**config.mk**
```make
export PLATFORM = sky130hd
export DESIGN_NAME = fir_stream_feeder
export DESIGN_NICKNAME = d
export VERILOG_FILES = /design/src/rtl/fir_stream_feeder.sv
export SDC_FILE = /design/constraint.sdc
export NUM_CORES = 1
export LEC_CHECK = 0
export CAP_MARGIN = 20
export CORE_ASPECT_RATIO = 1.75
export CORE_MARGIN = 2
export CORE_UTILIZATION = 40
export DETAILED_ROUTE_END_ITERATION = 12
export MAX_ROUTING_LAYER = met4
export PLACE_DENSITY = 0.7
export RECOVER_POWER = 25
export SLEW_MARGIN = 20
export SYNTH_ARGS = -nofsm -noshare
export SYNTH_HDL_FRONTEND = slang
export SYNTH_SLANG_ARGS = --single-unit
```
**constraint.sdc**
```tcl
create_clock -name clk -period 3.7 [get_ports clk]
set_input_delay 0.74 -clock clk [delete_from_list [all_inputs] [get_ports clk]]
set_output_delay 0.74 -clock clk [all_outputs]
set_load 0.02 [all_outputs]
```
**src/rtl/fir_stream_feeder.sv**
```systemverilog
// Host-to-FIR stream feeder: buffers host bytes in a small FIFO, tags each one
// as sample or coefficient, and presents them on a registered valid/ready output.
module fir_stream_feeder #(
  parameter int DATA_W     = 8,
  parameter int NUM_TAPS   = 4,
  parameter int FIFO_DEPTH = 4
) (
  input  logic                          clk,
  input  logic                          rst_n,
  input  logic [DATA_W-1:0]             host_wdata,
  input  logic                          host_wvalid,
  output logic                          host_wready,
  input  logic                          host_load_coeffs,
  output logic [DATA_W-1:0]             m_axis_fir_tdata,
  output logic                          m_axis_fir_tvalid,
  input  logic                          m_axis_fir_tready,
  output logic                          m_set_coeffs,
  output logic                          coeff_busy,
  output logic [$clog2(FIFO_DEPTH):0]   fifo_level,
  output logic                          cfg_err
);

  localparam int AW = $clog2(FIFO_DEPTH);
  localparam int LW = AW + 1;
  localparam int CW = $clog2(NUM_TAPS + 1);

  typedef logic [DATA_W:0] entry_t;

  entry_t              mem_q [FIFO_DEPTH];
  logic [AW-1:0]       wr_ptr_q, wr_ptr_d, rd_ptr_q, rd_ptr_d;
  logic [LW-1:0]       level_q, level_d;
  logic [CW-1:0]       rem_q, rem_d;
  logic                err_q, err_d;
  logic                tvalid_q, tvalid_d, set_q, set_d;
  logic [DATA_W-1:0]   tdata_q, tdata_d;
  logic                full, empty, push, pop, start, tag;
  entry_t              head;

  assign full        = (level_q == LW'(FIFO_DEPTH));
  assign empty       = (level_q == '0);
  assign host_wready = rst_n & ~full;
  assign push        = host_wvalid & host_wready;
  // A load request with a frame already open is ignored; it only flags cfg_err.
  assign start       = host_load_coeffs & (rem_q == '0);
  assign tag         = start | (rem_q != '0);
  assign head        = mem_q[rd_ptr_q];
  assign pop         = ~empty & (~tvalid_q | m_axis_fir_tready);

  always_comb begin
    rem_d    = rem_q;
    err_d    = err_q;
    wr_ptr_d = wr_ptr_q;
    rd_ptr_d = rd_ptr_q;
    level_d  = level_q;
    tvalid_d = tvalid_q;
    set_d    = set_q;
    tdata_d  = tdata_q;

    // write side: coefficient frame tracking
    if (host_load_coeffs && (rem_q != '0)) err_d = 1'b1;
    if (start)
      rem_d = push ? CW'(NUM_TAPS - 1) : CW'(NUM_TAPS);
    else if (push && (rem_q != '0))
      rem_d = rem_q - CW'(1);

    // FIFO pointers and occupancy
    if (push) wr_ptr_d = wr_ptr_q + AW'(1);
    if (pop)  rd_ptr_d = rd_ptr_q + AW'(1);
    case ({push, pop})
      2'b10:   level_d = level_q + LW'(1);
      2'b01:   level_d = level_q - LW'(1);
      default: level_d = level_q;
    endcase

    // output register stage
    if (pop) begin
      tdata_d  = head[DATA_W-1:0];
      set_d    = head[DATA_W];
      tvalid_d = 1'b1;
    end else if (tvalid_q && m_axis_fir_tready) begin
      tvalid_d = 1'b0;
      set_d    = 1'b0;
    end
  end

  always_ff @(posedge clk) begin
    if (!rst_n) begin
      wr_ptr_q <= '0;
      rd_ptr_q <= '0;
      level_q  <= '0;
      rem_q    <= '0;
      err_q    <= 1'b0;
      tvalid_q <= 1'b0;
      set_q    <= 1'b0;
      tdata_q  <= '0;
    end else begin
      wr_ptr_q <= wr_ptr_d;
      rd_ptr_q <= rd_ptr_d;
      level_q  <= level_d;
      rem_q    <= rem_d;
      err_q    <= err_d;
      tvalid_q <= tvalid_d;
      set_q    <= set_d;
      tdata_q  <= tdata_d;
    end
  end

  always_ff @(posedge clk) begin
    if (push) mem_q[wr_ptr_q] <= {tag, host_wdata};
  end

  assign m_axis_fir_tdata  = tdata_q;
  assign m_axis_fir_tvalid = tvalid_q;
  assign m_set_coeffs      = set_q;
  assign coeff_busy        = (rem_q != '0);
  assign fifo_level        = level_q;
  assign cfg_err           = err_q;

endmodule

```
# --- After elaboration in Yosys (flattened, before gate mapping) ---
# Memories as Yosys holds them, arrays and structs flattened. A register that Yosys moved wholly into a read port is not among the register bits.
# Cells that the tools add are included.
word_totals:
  ram_bits: 36
  mem_count: 1
  in_bits: 13
  reg_bits: 21
  word_cells: 46
  output_inout_bits: 16
mem_list:
  columns: ["memory", "depth", "word_bits", "read_ports", "rd_ports_with_merged_regs", "write_ports", "line", "rtl"]
  rows:
  - ["mem_q", 4, 9, 1, 1, 1, "29", "entry_t mem_q [FIFO_DEPTH];"]
op_classes:
  add_sub_neg: 5
  n_mux: 11
  n_reduce_logical: 9
  n_bitwise: 9
  eq_ne: 3
op_table:
  columns: ["operator", "count"]
  rows:
  - ["$mux 3", 3]
  - ["$logic_not 3->1", 2]
  - ["$pmux 3 s2", 1]
  - ["$reduce_bool 2->1", 3]
  - ["$sub 3x1->3 const B", 2]
  - ["$mux 1", 5]
  - ["$add 2x1->2 const B", 2]
  - ["$and 1x1->1", 4]
  - ["$mux 2", 2]
  - ["$add 3x1->3 const B", 1]
  - ["$eq 3x3->1 const B", 1]
  - ["$logic_and 1x1->1", 3]
  - ["$not 1->1", 3]
  - ["$reduce_bool 3->1", 1]
  - ["$eq 2x1->1 const B", 1]
  - ["$eq 2x2->1 const B", 1]
  - ["$or 1x1->1", 2]

# --- Logic depth before layout (Yosys ltp) ---
logic_depth:
  ltp_word: 7
  depth_mapped: 10
  mapped_depth_nobuf: 9

# --- Worst setup path after synthesis ---
# No wires, ideal clock.
synth_timing:
  kind: "input-to-reg"
  from: "in m_axis_fir_tready"
  to: "reg level_q[2] (netlist: fifo_level[2])"
  t_arrival_ns: 2.350
  setup_slack_ns: 1.279
  path_stages: 9
  path_buffers: 1
  required_time_ns: 3.629
  setup_time_ns: 0.071
  path_cell_list: "nor2b_4 -> buf_6 -> nor2_2 -> ha_1 -> inv_1 -> fa_1 -> xor2_1 -> or3_1 -> a21oi_1"
synth_via:
  elab_chain_len: 4
  elab_cells_between_ends: 6
  cone_classes: "eq/ne (2); mux (1); bitwise (2); reduce/logical (1)"
synth_rtl:
  columns: ["element", "line", "rtl"]
  rows:
  - ["start, declared", "16", "input logic m_axis_fir_tready,"]
  - ["$or 1x1->1 (*)", "47", "assign pop = ~empty & (~tvalid_q | m_axis_fir_tready);"]
  - ["$and 1x1->1 (*)", "47", null]
  - ["via pop", "36", "logic full, empty, push, pop, start, tag;"]
  - ["$eq 2x1->1 or $eq 2x2->1 (tied branches)", "69", "case ({push, pop})"]
  - ["$pmux 3 s2 or $reduce_bool 2->1 (tied branches)", null, null]
  - ["end signal, assigned", "99", "level_q <= level_d;"]
  - ["end, declared", "31", "logic [LW-1:0] level_q, level_d;"]
# Mark *: on every way through the listed nets, which the timed path passes. The rest lies on a longest branch.
# A chain may end at the register's enable or synchronous reset.

# --- Worst setup path in the final report ---
layout_timing:
  from: "in rst_n"
  to: "out host_wready"
layout_via:
  elab_chain_len: 1
layout_rtl:
  columns: ["element", "line", "rtl"]
  rows:
  - ["start, declared", "9", "input logic rst_n,"]
  - ["$and 1x1->1", "41", "assign host_wready = rst_n & ~full;"]
  - ["end, declared", "12", "output logic host_wready,"]
# No other way between the ends.

==> results.yml <==
yosys:
  synth.area.mux_share_pct: 8.49
  synth_top_area_cell: "edfxtp_1"
  synthTopCellsByArea: "edfxtp_1 45%, dfxtp_1 19%, mux4_2 8.5%, ha_1 3.7%, o2bb2ai_1 3.3%"
  synth_compound_area_share_pct: 9.17
  ys_seq_elements: 59
  synth_fa_ha_area_share_pct: 4.50
  ys_seq_area_share_pct: 64.5
  yosysMostFrequentCell: "edfxtp_1"
  synth-xor-area-share_pct: 0.733
  synthTopCellsByCount: "36 x edfxtp_1, 23 x dfxtp_1, 11 x inv_1"
  ys_async_sr_fraction_pct: 0
  yosys_most_used_dff: "edfxtp_1"
  syn_nets: 184
  syn_inst: 163
  synth_edf_count: 36
  synth.top_cell.area_share_pct: 45.3
  netlist_area_um2: 2390
  synth_top_family_by_area: "simple AND/OR/NAND/NOR gates"
  yosys.area_share.simple_pct: 9.48
  yosysWarnings: 0
  syn_avg_cell_area_um2: 14.7
  ys_types: 37
route:
  firstDrtPassIters: 4
  routed_wl_um: 4090
  drc_errors: 0
  wl_per_cell_um: 14.5
  drt-initial-drc-count: 23
  antenna_left: 0
  num_vias: 1415
  avgViaCountPerCell: 5.02
worst_setup_path:
  cpPeakStageDelay_ps: 600
  endpoint_kind: "output port"
  worstPathMaxFanout: 3
  cp.arrival_ps: 2010
  path_buf_inv: 3
  reg2reg_depth: 9
  regToRegStartpoint: "fifo_level[2]"
  cp_cell_sequence: "clkdlybuf4s50_1 > inv_1 > nor2_1 > clkdlybuf4s50_1"
  r2r_slack_ps: 1350
  crit_type: "in2out"
  cp-start-kind: "input port"
  r2r_end: "fifo_level[2]"
  crit_path_frequent_cell: "clkdlybuf4s50_1"
  cp.required_ps: 2960
  crit_path_top_delay_cell: "clkdlybuf4s50_1"
  cp.depth: 4
  path_delay_family: "buffers and inverters"
sta:
  clock.fmax_ghz: 0.363
  setup_violations: 0
  min_period_over_period_pct: 74.4
  hold_slack_ps: 457
  fin_setup_tns_ps: 0
  skew_ps: 10.6
  rsz0062_at_grt: "false"
  hold_viol_final: 0
  tightestPinTransition_ps: 599
  relSlewSlack_pct: 60.0
  finalCriticalPeriod_ps: 2750
  slew_viol_final: 0
place:
  place.detailed.hpwl_um: 2910
  io_buffers: 28
  gp_congestion: 0.784
clock_network:
  clock-root-buffer: "clkbuf_8"
  htreeDepth: 3
  clk_pin_slew_ps: 60
  cts_setup_buffers: 0
  cts_inserted_buffers: 9
  clock-sinks: 59
  clk_path_buf_depth: 2
  ctsResizeCount: 0
  cts_tree: "built"
  ctsHoldBuffers: 0
  clock_latency_ps: 330
finish:
  n_antenna_cell: 0
  drive_gt1_share_pct: 16.7
  final_nets: 220
  post-route-util_pct: 50.4
  syn_to_final_growth_pct: 23.0
global_routing:
  gr-total-overflow: 0
  antenna_found_initial: 0
  grt_max_degree: 15
  grt_pass1_vias: 1446
  track_usage_pct: 14.1
  grt_pass1_wl_um: 6800
power:
  ir_drop_mv: 0.353
  cellLeakagePower_nw: 0.986
  power_density_nw_per_um2: 705
hold_path:
  hold_class: "reg2reg"
  holdPathEnd: "m_axis_fir_tdata[5]"
  min_from: "m_axis_fir_tdata[5]"
  whs_path_depth: 2
floorplanning:
  die_h_um: 106
  fp.dieArea_um2: 6630
  ios: 29
  rows: 37
  coreArea_um2: 5830
  die_x_um: 62.4
  initial_utilization_pct: 40.9
run_status:
  status: "completed"
flow_run:
  drv_cap: 0
-- where the power goes --
group / switching, W / leakage (nW) / total, W / internal [W]
Combinational: 0.000326 / 0.377 / 0.000652 / 0.000326
Clock: 0.000227 / 0.0941 / 0.000522 / 0.000295
Sequential: 0.0000959 / 0.515 / 0.000898 / 0.000802
-- how the worst max path moves through the flow --
stage / startpoint / to / slack (ps)
6_report: rst_n / host_wready / 950
5_1_grt: rst_n / host_wready / 890
4_1_cts: rst_n / host_wready / 940
3_5_place_dp: host_wvalid / fifo_level[2] / 780
3_3_place_gp: m_axis_fir_tready / fifo_level[2] / 840
2_1_floorplan: m_axis_fir_tready / fifo_level[2] / 1280
-- through the flow --
| stage | cell area [um2] | std cells | power [W] | setup WS (ps) |
|---|---|---|---|---|
| after floorplan | 2390 | 163 | 0.00133 | 1280 |
| after global placement | 2760 | 266 | 0.00156 | 842 |
| after detailed placement | 2760 | 266 | 0.00157 | 777 |
| after CTS | 2940 | 282 | 0.00210 | 938 |
| after global routing | 2940 | 282 | 0.00220 | 890 |
| final | 2940 | 282 | 0.00207 | 949 |
-- final cells by class --
| class | instances | area, um2 |
|---|---|---|
| fill | 531 | 2900 |
| timing repair buffer | 31 | 303 |
| clock inverter | 2 | 8.76 |
| multi-input combinational | 87 | 773 |
| clock buffer | 14 | 173 |
| inverter | 11 | 41.3 |
| tap | 78 | 97.6 |
| sequential | 59 | 1540 |
-- registers in the layout, indices dropped and copies added, names as in the netlist, 2 cells and up, named ones only --
register          flops
fifo_level            3
wr_ptr_q              2
mem_q                36
rem_q                 3
rd_ptr_q              2
m_axis_fir_tdata      8
-- per-layer routing --
metal  global-route usage [%]  part of all wire (%)
met1                     14.5                    39
met2                     24.1                    55
met3                     3.49                   4.0
met4                     8.57                   1.7
met5                        -                     0
-- cells in the final DEF (no fill, tap or decap), types with 4 or more instances in the layout --
| cell type | count |
|---|---|
| a21oi_1 | 8 |
| and2_1 | 4 |
| clkbuf_8 | 12 |
| clkdlybuf4s50_1 | 21 |
| dfxtp_1 | 23 |
| dlygate4sd3_1 | 7 |
| edfxtp_1 | 36 |
| ha_1 | 7 |
| inv_1 | 11 |
| mux4_2 | 9 |
| nand2_1 | 10 |
| nor2_1 | 6 |
| o21ai_0 | 5 |
| o2bb2ai_1 | 9 |
-- tightest hold or removal path, cell delays in order, from the launching register on --
cell       delay, ps
dfxtp_1          310
nand2_1           50
o2bb2ai_1         60
-- cells by family after synthesis --
kind of cell | Yosys count
flops | 59
simple gates | 37
compound gates | 31
buf+inv | 17
mux | 9
fa+ha+maj | 8
xor+xnor | 2
Note: power is estimated with default switching activity, not from simulation.
